--- config.mk ---
export PLATFORM = sky130hd
export DESIGN_NAME = stage_if_fetch_flat
export DESIGN_NICKNAME = d
export VERILOG_FILES = /design/src/rtl/stage_if_fetch_pkg.sv /design/src/rtl/stage_if_fetch_if.sv /design/src/rtl/stage_if_fetch_pc_gen.sv /design/src/rtl/stage_if_fetch.sv /design/src/flat_wrapper.sv
export SDC_FILE = /design/constraint.sdc
export NUM_CORES = 1
export LEC_CHECK = 0
export BUFFER_PORTS_ARGS = -buffer_cell sky130_fd_sc_hd__buf_2
export CORE_MARGIN = 2
export CORE_UTILIZATION = 45
export DETAILED_ROUTE_END_ITERATION = 10
export PLACE_DENSITY_LB_ADDON = 0.05
export SLEW_MARGIN = 20
export SYNTH_ARGS = -nofsm -noshare
export SYNTH_HDL_FRONTEND = slang
export SYNTH_SLANG_ARGS = --single-unit
--- constraint.sdc ---
create_clock -name i_clk -period 3.22 [get_ports i_clk]
set_input_delay 0.644 -clock i_clk [delete_from_list [all_inputs] [get_ports i_clk]]
set_output_delay 0.644 -clock i_clk [all_outputs]
set_load 0.05 [all_outputs]
--- src/rtl/stage_if_fetch_pkg.sv ---
// Shared definitions for the instruction-fetch stage.
//   ADDR_W / INST_W : default address and instruction widths
//   INST_BYTES      : fetch stride in bytes
//   fetch_state_e   : fetch FSM state encoding
package stage_if_fetch_pkg;

    localparam int unsigned ADDR_W     = 64;
    localparam int unsigned INST_W     = 32;
    localparam int unsigned INST_BYTES = 4;

    typedef enum logic [2:0] {
        StIdle,    // nothing outstanding
        StReq,     // request valid, not yet accepted
        StWait,    // accepted, awaiting response
        StSquash,  // accepted, response will be discarded
        StHalt     // stopped after a misaligned redirect
    } fetch_state_e;

endpackage

--- src/rtl/stage_if_fetch_if.sv ---
// Instruction-memory read channel between fetch stage and memory.
//   imem_req_valid/ready/addr : request handshake (master drives valid/addr)
//   imem_resp_valid/data      : read data returned by memory
// Modports: master = fetch stage, slave = instruction memory.
interface stage_if_fetch_if #(
    parameter int unsigned ADDR_WIDTH = stage_if_fetch_pkg::ADDR_W,
    parameter int unsigned INST_WIDTH = stage_if_fetch_pkg::INST_W
) ();

    logic                  imem_req_valid;
    logic                  imem_req_ready;
    logic [ADDR_WIDTH-1:0] imem_req_addr;
    logic                  imem_resp_valid;
    logic [INST_WIDTH-1:0] imem_resp_data;

    modport master (
        output imem_req_valid,
        output imem_req_addr,
        input  imem_req_ready,
        input  imem_resp_valid,
        input  imem_resp_data
    );

    modport slave (
        input  imem_req_valid,
        input  imem_req_addr,
        output imem_req_ready,
        output imem_resp_valid,
        output imem_resp_data
    );

endinterface

--- src/rtl/stage_if_fetch_pc_gen.sv ---
// Fetch PC generator: holds the architectural fetch PC, advances it by one
// instruction on request acceptance, and loads redirect targets.
//   i_clk, i_reset          : clock, synchronous active-low reset
//   i_redirect_valid/addr   : redirect pulse and target (wins over advance)
//   i_advance               : request accepted this cycle
//   o_fetch_pc              : current fetch PC
//   o_misaligned            : redirect target not instruction-aligned
module stage_if_fetch_pc_gen #(
    parameter int unsigned           ADDR_WIDTH = stage_if_fetch_pkg::ADDR_W,
    parameter logic [ADDR_WIDTH-1:0] RESET_PC   = '0
) (
    input  logic                  i_clk,
    input  logic                  i_reset,
    input  logic                  i_redirect_valid,
    input  logic [ADDR_WIDTH-1:0] i_redirect_addr,
    input  logic                  i_advance,
    output logic [ADDR_WIDTH-1:0] o_fetch_pc,
    output logic                  o_misaligned
);

    import stage_if_fetch_pkg::*;

    logic [ADDR_WIDTH-1:0] r_fetch_pc;
    logic [ADDR_WIDTH-1:0] w_fetch_pc_next;

    always_comb begin
        w_fetch_pc_next = r_fetch_pc;
        if (i_redirect_valid) begin
            w_fetch_pc_next = i_redirect_addr;
        end else if (i_advance) begin
            // Natural wrap at 2^ADDR_WIDTH.
            w_fetch_pc_next = r_fetch_pc + ADDR_WIDTH'(INST_BYTES);
        end
    end

    always_ff @(posedge i_clk) begin
        if (!i_reset) begin
            r_fetch_pc <= RESET_PC;
        end else begin
            r_fetch_pc <= w_fetch_pc_next;
        end
    end

    assign o_fetch_pc   = r_fetch_pc;
    assign o_misaligned = i_redirect_valid & (i_redirect_addr[1:0] != 2'b00);

endmodule

--- src/rtl/stage_if_fetch.sv ---
// Instruction-fetch stage: one outstanding imem read at a time, combinational
// delivery of returned instructions, redirect/squash handling and fault halt.
//   i_clk, i_reset        : clock, synchronous active-low reset
//   i_stall               : hazard-unit stall
//   i_if_buffer_stall     : IF/ID buffer full
//   i_redirect_valid/addr : one-cycle redirect from decode
//   imem                  : instruction-memory channel (master side)
//   o_pc, o_inst          : delivered instruction and its PC (zero when invalid)
//   o_inst_valid          : delivery strobe
//   o_fetch_fault         : one-cycle pulse after a misaligned redirect
module stage_if_fetch #(
    parameter int unsigned           ADDR_WIDTH = stage_if_fetch_pkg::ADDR_W,
    parameter int unsigned           INST_WIDTH = stage_if_fetch_pkg::INST_W,
    parameter logic [ADDR_WIDTH-1:0] RESET_PC   = '0
) (
    input  logic                  i_clk,
    input  logic                  i_reset,
    input  logic                  i_stall,
    input  logic                  i_if_buffer_stall,
    input  logic                  i_redirect_valid,
    input  logic [ADDR_WIDTH-1:0] i_redirect_addr,
    stage_if_fetch_if.master      imem,
    output logic [ADDR_WIDTH-1:0] o_pc,
    output logic [INST_WIDTH-1:0] o_inst,
    output logic                  o_inst_valid,
    output logic                  o_fetch_fault
);

    import stage_if_fetch_pkg::*;

    fetch_state_e          r_state;
    fetch_state_e          w_state_d;
    fetch_state_e          w_rest;
    logic [ADDR_WIDTH-1:0] r_req_pc;
    logic                  r_halt_pend;
    logic                  r_fault;

    logic [ADDR_WIDTH-1:0] w_fetch_pc;
    logic                  w_mis;
    logic                  w_hold;
    logic                  w_req_valid;
    logic                  w_accept;
    logic                  w_deliver;

    stage_if_fetch_pc_gen #(
        .ADDR_WIDTH (ADDR_WIDTH),
        .RESET_PC   (RESET_PC)
    ) u_pc_gen (
        .i_clk            (i_clk),
        .i_reset          (i_reset),
        .i_redirect_valid (i_redirect_valid),
        .i_redirect_addr  (i_redirect_addr),
        .i_advance        (w_accept),
        .o_fetch_pc       (w_fetch_pc),
        .o_misaligned     (w_mis)
    );

    always_comb begin
        w_hold      = i_stall | i_if_buffer_stall;
        // Where the FSM lands after a redirect once nothing is outstanding.
        w_rest      = w_mis ? StHalt : StIdle;
        w_req_valid = 1'b0;
        w_deliver   = 1'b0;
        w_state_d   = r_state;

        // Request/delivery outputs. A redirect suppresses any new issue so the
        // stale fetch_pc is never sent; an in-flight REQ is still held.
        unique case (r_state)
            StIdle: w_req_valid = i_reset & ~w_hold & ~i_redirect_valid;
            StReq:  w_req_valid = i_reset;
            StWait: begin
                if (imem.imem_resp_valid) begin
                    w_deliver   = i_reset & ~i_redirect_valid;
                    w_req_valid = i_reset & ~w_hold & ~i_redirect_valid;
                end
            end
            default: ;
        endcase

        w_accept = w_req_valid & imem.imem_req_ready;

        unique case (r_state)
            StIdle, StReq: begin
                if (i_redirect_valid) begin
                    w_state_d = w_accept ? StSquash : w_rest;
                end else if (w_accept) begin
                    w_state_d = StWait;
                end else if (w_req_valid) begin
                    w_state_d = StReq;
                end
            end
            StWait: begin
                if (imem.imem_resp_valid) begin
                    // Response consumed this cycle (delivered or dropped).
                    if (i_redirect_valid) begin
                        w_state_d = w_rest;
                    end else if (w_accept) begin
                        w_state_d = StWait;
                    end else if (w_req_valid) begin
                        w_state_d = StReq;
                    end else begin
                        w_state_d = StIdle;
                    end
                end else if (i_redirect_valid) begin
                    w_state_d = StSquash;
                end
            end
            StSquash: begin
                if (imem.imem_resp_valid) begin
                    if (i_redirect_valid) begin
                        w_state_d = w_rest;
                    end else begin
                        w_state_d = r_halt_pend ? StHalt : StIdle;
                    end
                end
            end
            StHalt: begin
                if (i_redirect_valid) begin
                    w_state_d = w_rest;
                end
            end
            default: w_state_d = StIdle;
        endcase
    end

    always_ff @(posedge i_clk) begin
        if (!i_reset) begin
            r_state     <= StIdle;
            r_req_pc    <= '0;
            r_halt_pend <= 1'b0;
            r_fault     <= 1'b0;
        end else begin
            r_state <= w_state_d;
            if (w_accept) begin
                r_req_pc <= w_fetch_pc;
            end
            // Latest redirect decides whether a pending squash ends in HALT.
            if (i_redirect_valid) begin
                r_halt_pend <= w_mis;
            end
            r_fault <= w_mis;
        end
    end

    assign imem.imem_req_valid = w_req_valid;
    assign imem.imem_req_addr  = w_fetch_pc;
    assign o_inst_valid        = w_deliver;
    assign o_pc                = w_deliver ? r_req_pc : '0;
    assign o_inst              = w_deliver ? imem.imem_resp_data : '0;
    assign o_fetch_fault       = r_fault;

endmodule

--- src/flat_wrapper.sv ---
// flat-port wrapper written by rule: the top's interface ports become plain ports
module stage_if_fetch_flat import stage_if_fetch_pkg::*;
#(
    parameter int unsigned           ADDR_WIDTH = stage_if_fetch_pkg::ADDR_W,
    parameter int unsigned           INST_WIDTH = stage_if_fetch_pkg::INST_W,
    parameter logic [ADDR_WIDTH-1:0] RESET_PC   = '0
)
  (i_clk, i_reset, i_stall, i_if_buffer_stall, i_redirect_valid, i_redirect_addr, o_pc, o_inst, o_inst_valid, o_fetch_fault, imem_imem_req_valid, imem_imem_req_addr, imem_imem_req_ready, imem_imem_resp_valid, imem_imem_resp_data);
  stage_if_fetch_if #(.ADDR_WIDTH(ADDR_WIDTH), .INST_WIDTH(INST_WIDTH)) imem_i ();
  input  logic i_clk;
  input  logic i_reset;
  input  logic i_stall;
  input  logic i_if_buffer_stall;
  input  logic i_redirect_valid;
  input  logic [ADDR_WIDTH-1:0] i_redirect_addr;
  output logic [ADDR_WIDTH-1:0] o_pc;
  output logic [INST_WIDTH-1:0] o_inst;
  output logic o_inst_valid;
  output logic o_fetch_fault;
  output wire logic [$bits(imem_i.imem_req_valid)-1:0] imem_imem_req_valid;
  output wire logic [$bits(imem_i.imem_req_addr)-1:0] imem_imem_req_addr;
  input wire logic [$bits(imem_i.imem_req_ready)-1:0] imem_imem_req_ready;
  input wire logic [$bits(imem_i.imem_resp_valid)-1:0] imem_imem_resp_valid;
  input wire logic [$bits(imem_i.imem_resp_data)-1:0] imem_imem_resp_data;
  assign imem_imem_req_valid = imem_i.imem_req_valid;
  assign imem_imem_req_addr = imem_i.imem_req_addr;
  assign imem_i.imem_req_ready = imem_imem_req_ready;
  assign imem_i.imem_resp_valid = imem_imem_resp_valid;
  assign imem_i.imem_resp_data = imem_imem_resp_data;
  stage_if_fetch #(.ADDR_WIDTH(ADDR_WIDTH), .INST_WIDTH(INST_WIDTH), .RESET_PC(RESET_PC)) u_core (.i_clk(i_clk), .i_reset(i_reset), .i_stall(i_stall), .i_if_buffer_stall(i_if_buffer_stall), .i_redirect_valid(i_redirect_valid), .i_redirect_addr(i_redirect_addr), .imem(imem_i), .o_pc(o_pc), .o_inst(o_inst), .o_inst_valid(o_inst_valid), .o_fetch_fault(o_fetch_fault));
endmodule
==> flow_metrics.tcl <==
set metrics [dict create \
    reg2reg_from "u_core.u_pc_gen.o_fetch_pc[2]" \
    numCtsBuffers 17 \
    cpPeakStageDelay_ns 0.56 \
    vias 8214 \
    syn_area_sq_mm 0.00732 \
    regArea_sq_mm 0.00266 \
    hold_viol 0 \
    crit_fanout 97 \
    design_area_sq_mm 0.00959 \
    dp_hpwl_microns 18100 \
    start_kind "register" \
    coreArea_sq_mm 0.0159 \
    firstDrtPassIters 7 \
    max_slew_margin 0.599 \
    fmax_ghz 0.352 \
    io_pins 266 \
    nFillCells 1529 \
    clock_skew_ns 0.00935 \
    rsz0062_at_grt "false" \
    placementRows 46 \
    routedWlPerCell_microns 17.4 \
    overflow 0 \
    port_buffers 265 \
    min_from "u_core.r_req_pc[57]" \
    setup_viol 0 \
    area_growth_pct 31.0 \
    reg2reg_to "u_core.u_pc_gen.o_fetch_pc[60]" \
    critPathCaptureType "output pin" \
    holdPathStages 2 \
    tightest_slew_ns 0.596 \
    die_h_microns 132 \
    cts.sink_count 133 \
    clk_pin_slew_worst_paths_ns 0.06 \
    die_x_microns 132 \
    viasPerCell 5.63 \
    async_flop_share 0 \
    antenna_found_initial 3 \
    fin_ws_ns 0.382 \
    fin_cells 1459 \
    dpl.cell_count 1424 \
    routed_wl_microns 25400 \
    tns_ns 0 \
    dpl_worst_slack_ns 0.234 \
    post-route-util 0.604 \
    gp_congestion 0.885 \
    fin_crit_ns 2.84 \
    place_area_sq_mm 0.00898 \
    p_per_area_mw_per_mm2 476 \
    ys_types 57 \
    ant_nets 0 \
    syn_nets 1093 \
    grt_pass1_vias 7365 \
    cts_tree "yes" \
    start_util 0.461 \
    holdPathEnd "u_core.r_req_pc[57]" \
    die_area_sq_mm 0.0173 \
    holdBufCountCts 0 \
    synthFlopType "dfxtp_1" \
    grt_pass1_wl_microns 40300 \
    drc 0 \
    clock-root-buffer "clkbuf_16" \
    crit_type "reg2out" \
    critical_path.top_delay_family "simple AND/OR/NAND/NOR gates" \
    drv_slew 0 \
    status "completed" \
    initialDrtViolationCount 880 \
    grtUsageTotal 0.287 \
    p_leak_nw 4.10 \
    postCtsSetupRepairBufs 0 \
    syn_inst 987 \
    cp.required_ns 2.58 \
    hp-class "reg2reg" \
    cp.arrival_ns 2.19 \
    vdd_drop_max_uv 352 \
    hold_ws_ns 0.447 \
    p_total_mw 4.57 \
    seq_area_frac_synth 0.364 \
    multiInputGateArea_sq_mm 0.00432 \
    layout.nets 1333 \
    clockBufferDepth 2 \
    synth_seq_cells 133 \
    synth_edf_count 0 \
    max-cap-violations 0 \
    ys_warn_count 0 \
    htree_levels 4 \
    path_cells "nand2_1 > nor4_2 > buf_12 > and2_1 > buf_2" \
    period_share 0.881 \
    crit_buf_inv 2 \
    critPathSlowestCell "dfxtp_1" \
    cts_resized 0 \
    grt_start_max_net_pins 98 \
    avgSynthCellArea_sq_um 7.42 \
    reg2reg_depth 7 \
    final_layout_size_suffix_gt1_frac 0.291 \
    reg2reg_slack_ns 0.46 \
    clk_latency_ns 0.43 \
]
report_power, final:
group | switching (mW) | internal (mW) | leakage [nW]
Combinational | 0.489 | 0.236 | 2.73
Sequential | 0.110 | 1.71 | 1.08
Clock | 0.734 | 1.29 | 0.291
Total | 1.33 | 3.23 | 4.10
worst max path at each step:
stage	from	end	slack, ns	cells past startpoint
detailed placement	i_if_buffer_stall	u_core.u_pc_gen.o_fetch_pc[61]	0.23	10
global placement	i_if_buffer_stall	u_core.u_pc_gen.o_fetch_pc[61]	0.25	10
finish	u_core.r_state[1]	o_pc[39]	0.38	5
CTS	u_core.r_state[1]	o_pc[23]	0.34	5
floorplan	i_reset	u_core.u_pc_gen.o_fetch_pc[61]	0.01	12
global route	u_core.r_state[1]	o_pc[3]	0.21	5
final cells by class:
type	instances	share of cell area
flip-flops and latches	133	0.278
repair buffers	305	0.176
well taps	216	0.0282
clock buffers	21	0.0459
inverters	10	0.00404
diodes	4	0.00104
multi-input cells	760	0.450
clock inverters	10	0.0163
layer usage:
layer / wire length, microns / global-route usage / up-vias
li1: - / - / 3991
met1: 11700 / 0.403 / 3813
met2: 11400 / 0.436 / 365
met3: 1840 / 0.0625 / 45
met4: 472 / 0.0912 / 0
met5: 0 / 0 / -
sequential cells by signal, summed over array words and instances (netlist names):
| signal | cells |
|---|---|
| u_core.r_state | 3 |
| u_core.r_req_pc | 64 |
| u_core.o_fetch_fault | 1 |
| u_core.u_pc_gen.o_fetch_pc | 64 |
| u_core.r_halt_pend | 1 |
synthesized netlist by cell type, types with 2 or more instances:
cell type / n / share of area
nand2_1: 191 / 0.098
dfxtp_1: 133 / 0.36
a21oi_1: 105 / 0.072
and2_1: 102 / 0.087
clkbuf_1: 70 / 0.036
nor2_1: 59 / 0.030
nand3_1: 36 / 0.025
nand4_1: 28 / 0.024
a22oi_1: 25 / 0.026
o21ai_0: 21 / 0.014
nor3_1: 15 / 0.010
nor4_1: 15 / 0.013
o22ai_1: 15 / 0.013
mux2i_1: 14 / 0.019
o211ai_1: 12 / 0.012
o311ai_0: 12 / 0.014
a22o_1: 11 / 0.013
and3_1: 11 / 0.0094
or4_1: 9 / 0.0092
buf_1: 8 / 0.0041
inv_1: 8 / 0.0041
a31oi_1: 7 / 0.0060
and4_1: 7 / 0.0084
o221a_2: 6 / 0.0092
buf_2: 4 / 0.0027
mux2_2: 4 / 0.0062
o221ai_1: 4 / 0.0048
a211oi_1: 3 / 0.0031
a21boi_0: 3 / 0.0031
a2bb2oi_1: 3 / 0.0036
ha_1: 3 / 0.0051
nand2b_1: 3 / 0.0026
nor2b_1: 3 / 0.0026
o21a_1: 3 / 0.0031
or2_2: 3 / 0.0026
a21o_1: 2 / 0.0020
a31o_2: 2 / 0.0024
a41oi_1: 2 / 0.0024
buf_4: 2 / 0.0020
nand3b_1: 2 / 0.0020
nor4_4: 2 / 0.0058
o31a_1: 2 / 0.0024
or3_1: 2 / 0.0017
xnor2_1: 2 / 0.0024
layout by cell type, fill, tap and decap left out, types with 3 or more instances in the layout:
cell	instances
a21boi_0	3
nand4_1	28
or4_1	9
inv_1	6
mux2i_1	14
a2bb2oi_1	3
mux2_2	4
nor3_1	15
and2_1	102
diode_2	4
dfxtp_1	133
a31oi_1	7
nor2_1	58
o221a_2	6
o21a_1	3
a21oi_1	104
a211oi_1	3
clkinv_2	5
clkbuf_16	17
and3_1	11
o21ai_0	21
nand2b_1	3
clkbuf_1	4
bufinv_16	4
buf_4	36
or2_2	3
nor4_1	14
a22o_1	11
nand2_1	190
o22ai_1	15
nor2b_1	3
buf_12	5
a22oi_1	25
nand3_1	36
o221ai_1	4
o211ai_1	12
and4_1	7
buf_2	264
o311ai_0	12
logic make-up after synthesis:
kind of cell,Yosys count,synth area share
flip-flops,133,0.364
XOR/XNOR,2,0.00239
AO/OA/AOI/OAI,243,0.212
adder cells (fa/ha/maj),3,0.00513
buffers and inverters,94,0.0499
multiplexers,18,0.0253
AND/OR/NAND/NOR,494,0.341
worst min-delay path: stages, from the launching register on:
cell	delay, ns
dfxtp_1	0.30
nand2_1	0.05
a21oi_1	0.05
(Power assumes the default switching activity.)
